[src/rtl/mem_responder.sv]
// mem_responder: unified instruction/data memory for the multicycle MIPS core.
// Accepts one word request at a time, waits LATENCY cycles, and then gives a
// single-cycle response. There is no queueing and no response backpressure.
// Optional feature macro: MEMRESP_ERR_EN. When it is defined, misaligned or
// out-of-range addresses raise err. When it is undefined, err is tied to 0 and
// the word index wraps modulo DEPTH_WORDS.
module mem_responder #(
    parameter int DEPTH_WORDS = 64,
    parameter int LATENCY     = 2
) (
    input  logic        clk,
    input  logic        reset,
    input  logic        req_valid,
    input  logic        req_write,
    input  logic [31:0] addr,
    input  logic [31:0] wdata,
    output logic        req_ready,
    output logic        rsp_valid,
    output logic [31:0] rdata,
    output logic        err
);

    localparam int         AW       = (DEPTH_WORDS > 1) ? $clog2(DEPTH_WORDS) : 1;
    localparam logic [3:0] LOAD_CNT = (LATENCY == 0) ? 4'd0 : 4'(LATENCY - 1);

    typedef enum logic [1:0] {
        ST_IDLE = 2'd0,
        ST_WAIT = 2'd1,
        ST_RESP = 2'd2
    } state_t;

    state_t         state_r;
    state_t         next_state_s;
    logic [3:0]     cnt_r;
    logic [3:0]     next_cnt_s;
    logic           req_write_r;
    logic [31:0]    addr_r;
    logic [31:0]    wdata_r;
    logic           accept_s;
    logic           sel_write_s;
    logic [31:0]    sel_addr_s;
    logic [AW-1:0]  sel_idx_s;
    logic           sel_err_s;
    logic [31:0]    mem [DEPTH_WORDS];

`ifdef MEMRESP_ERR_EN
    // Address error: the address is misaligned or lies beyond the last stored word.
    function automatic logic addr_error(input logic [31:0] a);
        return (a[1:0] != 2'b00) || ({2'b00, a[31:2]} >= 32'(DEPTH_WORDS));
    endfunction
`endif

    // The request being acted on: the live inputs on the accept cycle, otherwise the latched copy.
    assign accept_s    = (state_r == ST_IDLE) && req_valid;
    assign sel_write_s = accept_s ? req_write : req_write_r;
    assign sel_addr_s  = accept_s ? addr : addr_r;
    assign sel_idx_s   = sel_addr_s[AW+1:2];

`ifdef MEMRESP_ERR_EN
    assign sel_err_s = addr_error(sel_addr_s);
`else
    logic addr_unused_s;
    assign sel_err_s     = 1'b0;
    assign addr_unused_s = ^{sel_addr_s[31:AW+2], sel_addr_s[1:0]};
`endif

    // State and wait-counter register.
    always_ff @(posedge clk) begin
        if (!reset) begin
            state_r <= ST_IDLE;
            cnt_r   <= 4'd0;
        end else begin
            state_r <= next_state_s;
            cnt_r   <= next_cnt_s;
        end
    end

    // Next-state logic: IDLE accepts a request, WAIT counts down, RESP lasts one cycle.
    always_comb begin
        next_state_s = state_r;
        next_cnt_s   = cnt_r;
        case (state_r)
            ST_IDLE: begin
                if (req_valid) begin
                    if (LATENCY == 0) begin
                        next_state_s = ST_RESP;
                    end else begin
                        next_state_s = ST_WAIT;
                        next_cnt_s   = LOAD_CNT;
                    end
                end else begin
                    next_state_s = ST_IDLE;
                end
            end
            ST_WAIT: begin
                if (cnt_r == 4'd0) begin
                    next_state_s = ST_RESP;
                end else begin
                    next_cnt_s = cnt_r - 4'd1;
                end
            end
            ST_RESP: begin
                next_state_s = ST_IDLE;
            end
            default: begin
                next_state_s = ST_IDLE;
                next_cnt_s   = 4'd0;
            end
        endcase
    end

    // Latch the request on accept. Requests that arrive while busy are ignored.
    always_ff @(posedge clk) begin
        if (!reset) begin
            req_write_r <= 1'b0;
            addr_r      <= 32'd0;
            wdata_r     <= 32'd0;
        end else if (accept_s) begin
            req_write_r <= req_write;
            addr_r      <= addr;
            wdata_r     <= wdata;
        end
    end

    // Registered outputs, decoded from the next state. rdata and err stay at 0 outside RESP.
    always_ff @(posedge clk) begin
        if (!reset) begin
            req_ready <= 1'b1;
            rsp_valid <= 1'b0;
            rdata     <= 32'd0;
            err       <= 1'b0;
        end else begin
            req_ready <= (next_state_s == ST_IDLE);
            rsp_valid <= (next_state_s == ST_RESP);
            if (next_state_s == ST_RESP) begin
                err   <= sel_err_s;
                rdata <= (!sel_write_s && !sel_err_s) ? mem[sel_idx_s] : 32'd0;
            end else begin
                err   <= 1'b0;
                rdata <= 32'd0;
            end
        end
    end

    // Memory write on the edge that ends RESP. It is suppressed by reset or an address error.
    always_ff @(posedge clk) begin
        if (reset && (state_r == ST_RESP) && req_write_r && !err) begin
            mem[addr_r[AW+1:2]] <= wdata_r;
        end
    end

endmodule

[config.mk]
export PLATFORM = sky130hd
export DESIGN_NAME = mem_responder
export DESIGN_NICKNAME = d
export VERILOG_FILES = /design/src/rtl/mem_responder.sv
export SDC_FILE = /design/constraint.sdc
export NUM_CORES = 2
export LEC_CHECK = 0
export ABC_AREA = 1
export CAP_MARGIN = 30
export CORE_MARGIN = 2
export CORE_UTILIZATION = 50
export CTS_CLUSTER_SIZE = 14
export DETAILED_ROUTE_END_ITERATION = 6
export GPL_TIMING_DRIVEN = 0
export PLACE_DENSITY = 0.66
export SLEW_MARGIN = 0
export SYNTH_ARGS = -nofsm -noshare
export SYNTH_HDL_FRONTEND = slang
export SYNTH_SLANG_ARGS = --single-unit
[constraint.sdc]
create_clock -name clk -period 4.45 [get_ports clk]
set_clock_uncertainty 0.1 [all_clocks]
set_input_delay 0.89 -clock clk [delete_from_list [all_inputs] [get_ports clk]]
set_output_delay 0.89 -clock clk [all_outputs]
set_load 0.005 [all_outputs]
### Yosys cells after proc, flatten, opt, wreduce, memory -nomap -nowiden

Memories as Yosys holds them, arrays and structs flattened. A register that Yosys moved wholly into a read port is not among the register bits.
Index checks and enable logic that the tools add are counted.
W data, S select, Z words.

| word-level totals | value |
|---|---|
| register bits | 49 |
| memory bits (writable) | 2048 |
| input port bits | 68 |
| output and inout port bits | 35 |
| word-level logic and storage cells | 36 |
| memories kept | 1 |

Memories:

| name | depth | width | rd ports | clocked after Yosys merged registers in | wr ports | line | source |
|---|---|---|---|---|---|---|---|
| mem | 64 | 32 | 1 | 1 | 1 | 44 | `logic [31:0] mem [DEPTH_WORDS];` |

| cells by class | value |
|---|---|
| $add $sub $neg | 1 |
| equal/unequal tests | 5 |
| muxes and demuxes | 10 |
| bitwise operators | 3 |
| reduce and logical (&&, ||, !) cells | 8 |

Operator list:

| operator | number |
|---|---|
| $pmux W4 S3 | 1 |
| $mux W4 | 2 |
| $mux W8 | 1 |
| $eq A2 B2 Y1 const B | 2 |
| $logic_not A2 Y1 | 2 |
| $logic_not A4 Y1 | 1 |
| $mux W1 | 4 |
| $ne A2 B2 Y1 const B | 2 |
| $pmux W2 S2 | 1 |
| $sub A4 B1 Y4 const B | 1 |
| $logic_and A1 B1 Y1 | 3 |
| $not A1 Y1 | 3 |
| $reduce_and A3 Y1 | 1 |
| $reduce_or A3 Y1 | 1 |
| $eq A2 B1 Y1 const B | 1 |
| $mux W2 | 1 |

### Longest topological paths before layout

| depth | value |
|---|---|
| word-level depth | 6 |
| depth in mapped cells | 15 |
| gate-level depth less buffers | 12 |

### Worst setup path before layout

OpenSTA, ideal clock, no wires.

| path | value |
|---|---|
| path kind | input -> register |
| start | input port reset |
| end | memory mem[11][0] (enable) |
| arrival | 3.044 ns |
| data required time | 3.929 ns |
| path slack | 0.885 ns |
| stages on the path | 5 |
| cells stage by stage | clkbuf_1 -> nand3_1 -> nor2_1 -> nand3_1 -> nor2_1 |

| on the way | value |
|---|---|
| word-level cells in the longest chain between the ends | 4 |

Ends and longest elaborated chain:

| item | line | source |
|---|---|---|
| start, declared | 12 | `input logic reset,` |
| $logic_and A1 B1 Y1 (2 in series) | 147 | `if (reset && (state_r == ST_RESP) && req_write_r && !err) begin` |
| $mux W1 | 147 |  |
| $mux W1 (implied by the code) | 148 | `mem[addr_r[AW+1:2]] <= wdata_r;` |
| end, declared | 44 |  |

Every way passes these cells.

### Final worst setup path

| path | value |
|---|---|
| start | input port req_valid |
| end | register rdata[29], read port of mem |

| on the way | value |
|---|---|
| word-level cells in the longest chain between the ends | 5 |

Ends and longest elaborated chain:

| item | line | source |
|---|---|---|
| start, declared | 13 | `input logic req_valid,` |
| $mux W1 | 84 | `if (req_valid) begin` |
| $pmux W2 S2 | 82 | `case (state_r)` |
| $eq A2 B2 Y1 | 135 | `if (next_state_s == ST_RESP) begin` |
| $not A1 Y1 (no source line) | - |  |
| $reduce_or A3 Y1 (no source line) | - |  |
| end, declared | 19 | `output logic [31:0] rdata,` |

Several ways; a longest one is shown, not always the timed one.
A chain may end at the register's enable or synchronous reset.

==> summary.txt <==
Run status
  • Status: finished with violations
  • Failing checks: DRC, setup timing

Die
  • Starting Density: 50.23%
  • Rows: 151
  • Core area: 168,900 µm²
  • I/O pin cnt: 103
  • Die ar.: 173,000 µm²
  • Chip Width: 415.9 µm
  • Die Span Y: 415.9 µm

Placed design
  • HPWL Detailed: 216.8 mm
  • Port bufs: 74
  • Routability Congestion: 1.038
  • Placed Cells: 9,494
  • Post-DP Area: 91,270 µm²

Clock network
  • Hold_buf cts: 0
  • CTS sink count: 2,127
  • Number of H-tree levels: 4
  • Setup repair bufs after CTS: 0
  • PostCTS Resize Cnt: 0
  • Clock-pin slew on the worst setup and hold paths: 0.06 ns
  • Clock Path Buffers: 3
  • Root buffer cell: clkbuf_16
  • Clock buffer count from CTS: 210
  • Clk_lat worst skew: 0.88 ns
  • CTS tree: done

Detailed routing
  • Routed length per instance: 32.87 µm
  • DRT antenna net count: 0
  • DRT Pass-1 Iters: 7
  • Residual DRC: 103
  • Routed via count: 64.35k
  • DR vias/cell: 6.486
  • Iteration-0 DRC Markers: 12.53k
  • Wirelength, routed: 326.1 mm

Critical path
  • WP data arrival: 5.34 ns
  • Crit-path max FO: 18
  • Worst r2r src: state_r[1]
  • Crit Reg-Reg Endpoint: rdata[29]
  • R2R cell count: 14
  • Crit Path Category: in -> reg
  • CP required: 5.06 ns
  • Setup crit start kind: input pin
  • FF-to-FF setup slack: -0.20 ns
  • Crit end category: register

Global route
  • First-pass GRT wire length: 446.0 mm
  • Maximum number of pins on one net before global-route repair: 66
  • GRT Total Usage: 37.05%
  • Number of global-route vias before repair: 59.12k
  • Grt ovf: 0
  • Initial antenna violation count: 24

Layout
  • Post-Layout Cell Count: 9,921
  • Post-route design area: 98,440 µm²
  • Nets: 7,571
  • Share of layout cells above drive strength 1: 10.76%
  • Commonest non-fill, non-tap cell in the layout: edfxtp_1
  • Area grow syn2layout: 16.03%
  • Number of fill cells: 13.37k
  • Most frequent cells in the layout: 2,048 x edfxtp_1, 2,032 x nand3_1, 2,028 x nand2_1

Synthesis
  • Synth Instances: 7,094
  • Mapped Avg Cell Area: 11.96 µm²
  • Mapped Area: 84,840 µm²
  • Seq/Total Area, Yosys: 74.35%
  • FF+latch count, synth: 2,127
  • Yosys Warn Count: 0
  • Syn Nets: 7,164
  • Distinct cells, synth: 26

STA
  • RSZ-0062 raised after global routing: false
  • Final setup vio count: 13
  • Minimum clock period: 4.724 ns
  • Hold Vio Cnt, Final: 0
  • Period utilisation layout: 106.2%
  • Worst-Margin Slew: 1.203 ns
  • Setup ws final: -0.2739 ns
  • FMAX: 211.7 MHz
  • Slew margin rel.: 19.60%
  • Pins Over Slew Limit: 0

Power and ir drop
  • P_leak: 34.64 nW
  • PwrDens: 490.7 nW/µm²
  • Peak supply drop: 423.1 µV

Job
  • Max cap viols: 0

Min path
  • Hold_sp: reset
  • Hold worst-path end: wdata_r[0]
  • Min-delay worst type: in -> reg
  • Worst Hold Depth: 3
per-layer routing:
metal  part of all wire, %  track usage (%)  vias up  wire length (µm)
li1                      -                -    26120                 -
met3                    16            13.12     1221             51970
met1                    34            48.27    31310            110900
met5                 0.034                0        -               111
met4                   7.8            23.62       18             25550
met2                    42            52.82     5678            137500
where the power goes:
group | internal (mW) | switching, mW
Combinational | 1.79 | 5.60
Clock | 10.2 | 7.77
Sequential | 22.3 | 0.633
cell families (layout without fill, tap and decap cells):
group	Yosys count	in the layout	share of synthesized area, %
buffers and inverters	508	1093	2.721
flip-flops	2127	2127	74.35
other	1	25	0.004420
multiplexers	1	1	0.01180
AND/OR/NAND/NOR	4375	4375	22.38
XOR/XNOR	1	1	0.01033
adder cells (fa/ha/maj)	2	2	0.02949
AO/OA/AOI/OAI	79	79	0.4926
worst max-delay path by stage:
stage          startpoint           to  slack (ns)  cells after the start
6_report        req_valid    rdata[29]       -0.27                     14
3_3_place_gp        reset  mem[36][26]       -2.41                      5
4_1_cts         req_valid    rdata[28]        0.09                     13
5_1_grt         req_valid    rdata[23]        0.03                     14
3_5_place_dp    req_valid    rdata[21]       -0.77                     14
2_1_floorplan       reset   mem[11][0]        0.88                      5
Yosys cell counts, drive strengths merged:
master,count,area share [%]
inv,27,0.12
nand3,2033,12
nand2,2030,9.0
buf,328,1.9
conb,1,0.0044
and2,1,0.0074
a21oi,36,0.21
xor2,1,0.010
dfxtp,79,1.9
o21ai,43,0.28
mux2i,1,0.012
clkinv,1,0.0044
nor2,305,1.4
ha,2,0.029
clkbuf,152,0.67
edfxtp,2048,72
nor3,1,0.0059
nand4,5,0.037
registers in the layout, summed over array words and instances (netlist names):
register     flops
mem           2048
rdata           32
wdata_r         32
addr_r           6
cnt_r            4
state_r          2
req_ready        1
req_write_r      1
rsp_valid        1
layout make-up:
class,instances,area [µm²],share of cell area [%]
flip-flops and latches,2127,63190,64.19
inverters,28,105.1,0.1068
well taps,2218,2775,2.819
clock inverters,111,1061,1.078
repair buffers,195,3313,3.366
clock buffers,279,5766,5.857
plain buffers,480,2218,2.253
multi-input cells,4459,19960,20.27
diodes,24,60.06,0.06101
through the flow:
stage	utilization [%]	hold slack (ns)	power, mW	TNS [ns]	setup WS [ns]
floorplan	-	0.3759	26.85	0	0.8846
global route	58.26	0.4202	49.16	0	0.03157
CTS	58.08	0.3541	47.70	0	0.08805
detailed placement	54.04	0.4126	30.27	-20.89	-0.7674
finish	58.28	0.4068	48.30	-1.369	-0.2739
global placement	52.31	0.4015	30.14	-4154.42	-2.411
worst max-delay path, cell delays in order:
cell	delay, ns
clkdlybuf4s50_1	0.56
nand3_1	0.19
nand2_1	0.41
buf_4	0.44
clkbuf_4	0.54
buf_2	0.38
nand2_1	0.09
nand3_1	0.07
nand3_1	0.10
nand3_1	0.18
nand3_1	0.40
nand3_1	0.42
nand2_1	0.15
nor2_1	0.44
(Power assumes the default switching activity.)
